File: src/rtl/sbox_builder_pkg.sv
// sbox_builder_pkg: shared types and helpers
// for the chaotic S-box table builder.
package sbox_builder_pkg;

  typedef enum logic [1:0] {
    IDLE  = 2'd0,
    CLEAR = 2'd1,
    FILL  = 2'd2,
    DONE  = 2'd3
  } state_e;

  localparam logic [15:0] REJ_MAX = 16'hFFFF;

  function automatic int unsigned sym_depth(
    input int unsigned w
  );
    return 32'd1 << w;
  endfunction

endpackage

File: src/rtl/sbox_seen_bitmap.sv
// sbox_seen_bitmap: one flag per symbol with
// a combinational hit for the tested index.
module sbox_seen_bitmap
  import sbox_builder_pkg::*;
#(
  parameter int unsigned W = 8
) (
  input  logic         clk,
  input  logic         rst,
  input  logic         clear,
  input  logic [W-1:0] idx,
  input  logic         set,
  output logic         hit
);

  localparam int unsigned N = sym_depth(W);

  logic [N-1:0] bits;

  assign hit = bits[idx];

  // Flags clear as a block; a set marks one symbol seen.
  always_ff @(posedge clk or negedge rst) begin
    if (!rst) begin
      bits <= '0;
    end else if (clear) begin
      bits <= '0;
    end else if (set) begin
      bits[idx] <= 1'b1;
    end
  end

endmodule

File: src/rtl/sbox_builder.sv
// sbox_builder: dedupes chaotic samples into a
// forward (and optional inverse) S-box table.
module sbox_builder
  import sbox_builder_pkg::*;
#(
  parameter int unsigned SYM_W    = 8,
  parameter int unsigned SAMPLE_W = 32,
  parameter int unsigned BIT_OFS  = 0,
  parameter bit          INV_EN   = 1'b1
) (
  input  logic                clk,
  input  logic                rst,
  input  logic                start,
  input  logic                in_valid,
  input  logic [SAMPLE_W-1:0] in_data,
  output logic                in_ready,
  input  logic [SYM_W-1:0]    lookup_addr,
  input  logic                lookup_inv,
  output logic [SYM_W-1:0]    lookup_data,
  output logic                busy,
  output logic                done,
  output logic [SYM_W:0]      fill_count,
  output logic [15:0]         reject_count
);

  localparam int unsigned DEPTH = sym_depth(SYM_W);
  localparam logic [SYM_W:0] ONE =
    (SYM_W+1)'(1);
  localparam logic [SYM_W:0] LAST =
    (SYM_W+1)'(DEPTH) - ONE;

  state_e           state;
  state_e           state_nxt;
  logic [SYM_W-1:0] sym;
  logic             hit;
  logic             fire;
  logic             uniq;
  logic             dup;
  logic             enter_clr;
  logic [SYM_W-1:0] wr_idx;
  logic [SYM_W-1:0] fwd_rd;
  logic [SYM_W-1:0] inv_rd;
  logic [SYM_W-1:0] rd_data;

  logic [SYM_W-1:0] fwd_mem [DEPTH];

  assign sym       = in_data[BIT_OFS +: SYM_W];
  assign in_ready  = (state == FILL);
  assign busy      = (state == CLEAR) ||
                     (state == FILL);
  assign done      = (state == DONE);
  assign fire      = in_valid & in_ready & ~start;
  assign uniq      = fire & ~hit;
  assign dup       = fire & hit;
  assign enter_clr = (state_nxt == CLEAR) &&
                     (state != CLEAR);
  assign wr_idx    = fill_count[SYM_W-1:0];

  sbox_seen_bitmap #(
    .W (SYM_W)
  ) u_seen (
    .clk   (clk),
    .rst   (rst),
    .clear (state == CLEAR),
    .idx   (sym),
    .set   (uniq),
    .hit   (hit)
  );

  // Build sequencing; start aborts any fill.
  always_comb begin
    state_nxt = state;
    unique case (state)
      IDLE:    if (start) state_nxt = CLEAR;
      CLEAR:   state_nxt = FILL;
      FILL: begin
        if (start) begin
          state_nxt = CLEAR;
        end else if (uniq && fill_count == LAST) begin
          state_nxt = DONE;
        end
      end
      DONE:    if (start) state_nxt = CLEAR;
      default: state_nxt = IDLE;
    endcase
  end

  // State and counters; counters zero on CLEAR entry.
  always_ff @(posedge clk or negedge rst) begin
    if (!rst) begin
      state        <= IDLE;
      fill_count   <= '0;
      reject_count <= '0;
    end else begin
      state <= state_nxt;
      if (enter_clr) begin
        fill_count   <= '0;
        reject_count <= '0;
      end else begin
        if (uniq) fill_count <= fill_count + ONE;
        if (dup && reject_count != REJ_MAX) begin
          reject_count <= reject_count + 16'd1;
        end
      end
    end
  end

  // Forward table: fill order -> symbol.
  always_ff @(posedge clk) begin
    if (uniq) fwd_mem[wr_idx] <= sym;
  end

  assign fwd_rd = fwd_mem[lookup_addr];

  if (INV_EN) begin : g_inv
    logic [SYM_W-1:0] inv_mem [DEPTH];

    // Inverse table: symbol -> fill order.
    always_ff @(posedge clk) begin
      if (uniq) inv_mem[sym] <= wr_idx;
    end

    assign inv_rd = inv_mem[lookup_addr];
  end else begin : g_no_inv
    assign inv_rd = '0;
  end

  assign rd_data = (INV_EN && lookup_inv) ?
                   inv_rd : fwd_rd;

  // Registered lookup, forced to zero until built.
  always_ff @(posedge clk or negedge rst) begin
    if (!rst) begin
      lookup_data <= '0;
    end else begin
      lookup_data <= done ? rd_data : '0;
    end
  end

endmodule

File: config.mk
export PLATFORM = sky130hd
export DESIGN_NAME = sbox_builder
export DESIGN_NICKNAME = d
export VERILOG_FILES = /design/src/rtl/sbox_builder_pkg.sv /design/src/rtl/sbox_seen_bitmap.sv /design/src/rtl/sbox_builder.sv
export SDC_FILE = /design/constraint.sdc
export NUM_CORES = 2
export LEC_CHECK = 0
export CORE_UTILIZATION = 30
export DETAILED_ROUTE_END_ITERATION = 8
export GPL_ROUTABILITY_DRIVEN = 0
export PLACE_DENSITY = 0.44
export SETUP_SLACK_MARGIN = 0.1
export SKIP_LAST_GASP = 1
export SLEW_MARGIN = 10
export SYNTH_ARGS = -nofsm -noshare
export SYNTH_HDL_FRONTEND = slang
export SYNTH_SLANG_ARGS = --single-unit
export TNS_END_PERCENT = 5
File: constraint.sdc
create_clock -name clk -period 7.39 [get_ports clk]
set_input_delay 1.478 -clock clk [delete_from_list [all_inputs] [get_ports clk]]
set_output_delay 1.478 -clock clk [all_outputs]
set_load 0.005 [all_outputs]
== Word-level counts from Yosys, hierarchy flattened ==
Memory sizes are Yosys's and may differ from the RTL's.
Cells that the tools add are included.

* Memories: 2
* Output and inout port bits: 36
* Flip-flop bits (word level): 291
* Bits of input ports: 45
* ROM bits: 0
* Memory bits (writable): 4,096
* Latch bits: 0
* Word-level logic and storage cells: 53

{| class="wikitable"
|+ Memories
! memory !! depth !! width !! rd ports !! clocked after memory_dff !! write ports !! RTL line !! source
|-
| fwd_mem || 256 || 8 || 1 || 0 || 1 || sbox_builder.sv:45 || <nowiki>logic [SYM_W-1:0] fwd_mem [DEPTH];</nowiki>
|-
| g_inv.inv_mem || 256 || 8 || 1 || 0 || 1 || sbox_builder.sv:116 || <nowiki>logic [SYM_W-1:0] inv_mem [DEPTH];</nowiki>
|}

* Add/sub/neg operators: 2
* Shift operators: 0
* Equal/unequal tests: 7
* Multiplexer cells: 18
* Div/mod/pow operators: 0
* Multiply operators: 0
* Magnitude comparators: 2
* Bitwise gates (word level): 7
* Reduce and logical (&&, ||, !) cells: 10

{| class="wikitable"
|+ Operator list
! operator !! count
|-
| $mux W256 || 2
|-
| $or A256 B256 Y256 || 1
|-
| $mux W16 || 2
|-
| $mux W9 || 2
|-
| $add A16 B1 Y16 const B || 1
|-
| $mux W8 || 2
|-
| $ne A16 B16 Y1 const B || 1
|-
| $add A9 B1 Y9 const B || 1
|-
| $eq A9 B8 Y1 const B || 1
|-
| $lt A8 B9 Y1 const B || 1
|-
| $bmux W1 S8 || 1
|-
| $demux W1 S8 || 1
|-
| $ge A8 B1 Y1 const B || 1
|-
| $mux W2 || 3
|-
| $pmux W2 S3 || 1
|-
| $reduce_bool A2 Y1 || 3
|-
| $and A1 B1 Y1 || 4
|-
| $eq A2 B1 Y1 const B || 2
|-
| $eq A2 B2 Y1 const B || 2
|-
| $logic_and A1 B1 Y1 || 4
|-
| $mux W1 || 4
|-
| $logic_not A2 Y1 || 1
|-
| $ne A2 B1 Y1 const B || 1
|-
| $not A1 Y1 || 2
|-
| 2 further kinds || 2
|}

== Longest topological paths before layout ==
* Depth after elaboration: 11
* Mapped depth: 15
* Depth with buffers taken out: 8

== By module ==
From an unflattened synthesis, not the netlist that was laid out.

* Cell total of the unflattened synthesis: 8,721
* Area total of the unflattened synthesis: 171,859.8 um2

{| class="wikitable"
|+ Modules (own cells, without submodules)
! module !! times used !! cells an instance !! seq. area each (um2) !! area each (um2)
|-
| sbox_builder || 1 || 7,680 || 123,873.8 || 160,745.4
|-
| sbox_seen_bitmap || 1 || 1,041 || 6,406.1 || 11,114.4
|}

== Worst setup path after synthesis ==
No wires, ideal clock.

* Kind: reg2reg
* From: reg fill_count[1]
* To: reg fill_count[3]
* Path buffers: 2
* Arrival: 5.371 ns
* Clock period less this slack: 5.513 ns
* Path slack: 1.877 ns
* Stages on the path, launching flop included: 11
* Cell sequence: dfrtp_1 -> ha_1 -> and3_1 -> clkbuf_1 -> nand2_1 -> nor3_1 -> ha_1 -> nand2_1 -> o31ai_4 -> buf_2 -> a21oi_1

* Longest elaborated chain between the ends: 8

{| class="wikitable"
|+ Ends and longest elaborated chain
! element !! RTL line !! source
|-
| from (decl) || sbox_builder.sv:22 || <nowiki>output logic [SYM_W:0] fill_count,</nowiki>
|-
| from (signal assigned) || sbox_builder.sv:100 || <nowiki>if (uniq) fill_count <= fill_count + ONE;</nowiki>
|-
| $eq A9 B8 Y1 || sbox_builder.sv:79 || <nowiki>end else if (uniq && fill_count == LAST) begin</nowiki>
|-
| $logic_and A1 B1 Y1 || sbox_builder.sv:79 ||
|-
| $mux W2 || sbox_builder.sv:79 ||
|-
| $mux W2 || sbox_builder.sv:77 || <nowiki>if (start) begin</nowiki>
|-
| $pmux W2 S3 || sbox_builder.sv:73 || <nowiki>unique case (state)</nowiki>
|-
| $eq A2 B1 Y1 || sbox_builder.sv:55 || <nowiki>assign enter_clr = (state_nxt == CLEAR) &&</nowiki>
|-
| $logic_and A1 B1 Y1 || sbox_builder.sv:55 ||
|-
| $mux W9 / $reduce_bool A2 Y1 (equally long branches) || -- ||
|}

Several ways; a longest one is shown, not always the timed one. The select of a mux whose other input is x is not followed.
A chain may end at the register's enable or synchronous reset.

== Final worst setup path ==
* From: in in_data[1]
* To: mem fwd_mem[1][5], enable pin

* Longest elaborated chain between the ends: 6

{| class="wikitable"
|+ Ends and longest elaborated chain
! element !! RTL line !! source
|-
| from (decl) || sbox_builder.sv:15 || <nowiki>input logic [SAMPLE_W-1:0] in_data,</nowiki>
|-
| $bmux W1 S8 || sbox_seen_bitmap.sv:20 || <nowiki>assign hit = bits[idx];</nowiki>
|-
| $mux W1 (not written as such) || sbox_seen_bitmap.sv:20 ||
|-
| $not A1 Y1 || sbox_builder.sv:53 || <nowiki>assign uniq = fire & ~hit;</nowiki>
|-
| $and A1 B1 Y1 || sbox_builder.sv:53 ||
|-
| $mux W1 || sbox_builder.sv:110 || <nowiki>if (uniq) fwd_mem[wr_idx] <= sym;</nowiki>
|-
| $mux W1 (not written as such) || sbox_builder.sv:110 ||
|-
| to (decl) || sbox_builder.sv:45 ||
|}

Every way passes these cells. The select of a mux whose other input is x is not followed.

==> results.cfg <==
[clock_tree]
cts-root-buf = clkbuf_16
clock_latency_ns = 1.05
cts_buffers = 453
htreeDepth = 5
post_cts_buffers = 0
clockBufferDepth = 4
cts_tree = built
cts-resized-gates = 0
clock_sinks = 4387
path_clk_slew_ns = 0.06
cts_hold_buffers = 0

[logic_synthesis]
synth_edf_count = 4096
synth_top_family_by_area = multiplexers
synth_seq_cells = 4387
synthAdderAreaFrac = 0.000652
avgSynthCellArea_um2 = 21.7
synthMuxAreaShare = 0.183
synthXorXnorAreaFrac = 0
ys_seq_area_frac = 0.754
synth-simple-area-share = 0.0221
netlist_area_mm2 = 0.173
ys_warn_count = 0
async_flop_share = 0.0663
syn_inst = 7961
synth_ff_type = edfxtp_1
ys_types = 59
synth.net_count = 8015
synth_compound_area_frac = 0.0198

[layout]
final_nets = 8478
syn2layout_area_growth_pct = 15.5
fin_area_mm2 = 0.199
final_common_cell = edfxtp_1
drive_gt1_frac = 0.297
final_cell_mix = 4096 x edfxtp_1, 1330 x mux4_2, 465 x clkbuf_16

[critical_path]
regToRegSetupSlack_ns = 2.35
crit_arrival_ns = 6.09
crit_fanout = 64
critPathKind = input pin to register
crit_path_start_kind = input pin
timing.rr.end = fill_count[4]
r2r_cells = 9
required_ns = 8.00
crit_path_start = in_data[1]
r2r_start = fill_count[0]
end_kind = register
cp-endpoint = fwd_mem[1][5]

[power]
clockPowerShare = 0.425
switchingPower_mw = 11.9
pwr_density_cell_mw_per_mm2 = 266
swShare = 0.224
combPwrFrac = 0.058
leakage_nw = 59.8
ir_drop_mv = 0.219
sequentialPowerShare = 0.517
internal_power_mw = 41.2

[placement]
placed_area_mm2 = 0.185
dp_slack_ns = 0.953
post-dp-hpwl_um = 306000
io_buffers = 56

[timing]
drv_slew = 0
finalClockSkew_ns = 0.0988
setup_viol = 0
worst_slack_ns = 1.91
maxSlewHeadroom = 0.132
finalCritPeriodShare = 0.742
fmax_ghz = 0.182
tightestPinTransition_ns = 1.30
period_needed_ns = 5.48
rsz0062_at_grt = no
hold_violations = 0
tns_ns = 0
whs_ns = 0.461

[drt]
drt_iter0_drc = 8028
routed_wl_um = 486000
vias = 82583
drc = 0
postRouteAntennaNets = 0
route.detailed.wl_per_inst_um = 29.7
vias_per_cell = 5.04
firstDrtPassIters = 5

[die]
die-height_um = 761
die_w_um = 761
initial_core_util = 0.301
ios = 81
die_area_mm2 = 0.579
core_mm2 = 0.573
fp-row-count = 278

[grt]
grt_pass1_vias = 87001
grt.overflow.total = 0
grt_usage = 0.165
antenna_found_initial = 45
grt_pass1_wl_um = 686000
grt_max_degree = 185

[status]
status = finished clean

[flow_run]
maxCapViolCount = 0

[min_path]
min_path_type = input pin to asynchronous set/reset pin
-- sequential cells by signal, summed over array words and instances, names as in the netlist --
name           flops
fwd_mem         2048
reject_count      16
u_seen.bits      256
lookup_data        8
state              2
g_inv.inv_mem   2048
fill_count         9
-- cell families (layout without fill, tap and decap cells) --
family                   after synthesis  count (layout)
flip-flops                          4387            4387
multiplexers                        1476            1476
AND/OR/NAND/NOR                      815             815
buffers and inverters                812            1649
AO/OA/AOI/OAI                        462             462
adder cells (fa/ha/maj)                9               9
other                                  0              16
-- critical path, stage by stage --
cell      delay [ns]
buf_8           0.25
buf_4           0.48
mux4_2          0.56
mux2_2          0.30
nand2_1         0.08
a41o_1          0.17
o2111a_2        0.26
a31o_2          0.47
nand4_1         0.15
buf_4           0.39
nor2_1          0.87
-- power by group through the flow --
stage	clock network [mW]	logic, mW	registers, mW
floorplan	0	1.52	28.1
global placement	0	3.07	28.0
detailed placement	0	3.13	28.0
CTS	23.1	3.13	27.5
global route	24.0	3.24	27.5
finish	22.6	3.05	27.5
-- metrics by stage --
step	cells	total power [mW]	util
2_1_floorplan	7961	29.6	-
3_3_place_gp	15529	31.1	0.322
3_5_place_dp	15529	31.1	0.322
4_1_cts	16358	53.7	0.348
5_1_grt	16365	54.7	0.348
6_report	16374	53.1	0.348
-- final cells by class --
cell class | count | area, µm²
Clock inverter | 239 | 2300
Multi-Input combinational cell | 2762 | 39000
Timing Repair Buffer | 552 | 5020
Clock buffer | 590 | 12200
Tap cell | 7560 | 9460
Antenna cell | 16 | 40.0
Sequential cell | 4387 | 130000
Inverter | 268 | 1010
Fill cell | 52943 | 374000
-- metal layers --
layer	GRT usage	wire length, µm	vias up
li1	-	-	34259
met1	0.233	216000	45693
met2	0.273	236000	2143
met3	0.0229	22900	486
met4	0.0334	10500	2
met5	0	7	-
-- worst min-delay path by stage --
| stage | slack [ns] | end | cells past startpoint |
|---|---|---|---|
| after floorplan | 0.50 | u_seen.bits[255] | 2 |
| after global placement | 0.52 | u_seen.bits[255] | 2 |
| after detailed placement | 0.53 | u_seen.bits[255] | 2 |
| after CTS | 0.43 | reject_count[6] | 1 |
| after global routing | 0.49 | reject_count[5] | 1 |
| final | 0.46 | reject_count[6] | 1 |
-- cells in the mapped netlist, types with 5 or more instances --
cell      instances  area (µm²)
o22ai_2          62         776
o21ai_0          39         195
buf_8             5        75.1
or3_4             6        67.6
a221oi_1         32         280
nor2_2            8        50.1
nand2_1         116         435
inv_1           268        1010
or3_1            27         169
nand2b_1          6        37.5
or2_2            19         119
and2_1           18         113
dfrtp_1         291        7280
edfxtp_1       4096      123000
nor3_1          247        1240
mux4_2         1330       30000
o31ai_1           8        60.1
mux4_1           10         263
ha_1              9         113
a22oi_1          36         270
o22ai_1         203        1270
buf_2           158         791
a21oi_1          52         260
mux2i_1         130        1300
nor2b_1          22         138
clkbuf_1        259         972
buf_6            13         146
mux2_2            6        67.6
nor2_1          284        1070
buf_4             8        60.1
nand3_1          25         125
and3_1           12        75.1
nand4_1          17         106
buf_1            99         372
o211ai_1          6        45.0
(Power assumes the default switching activity.)
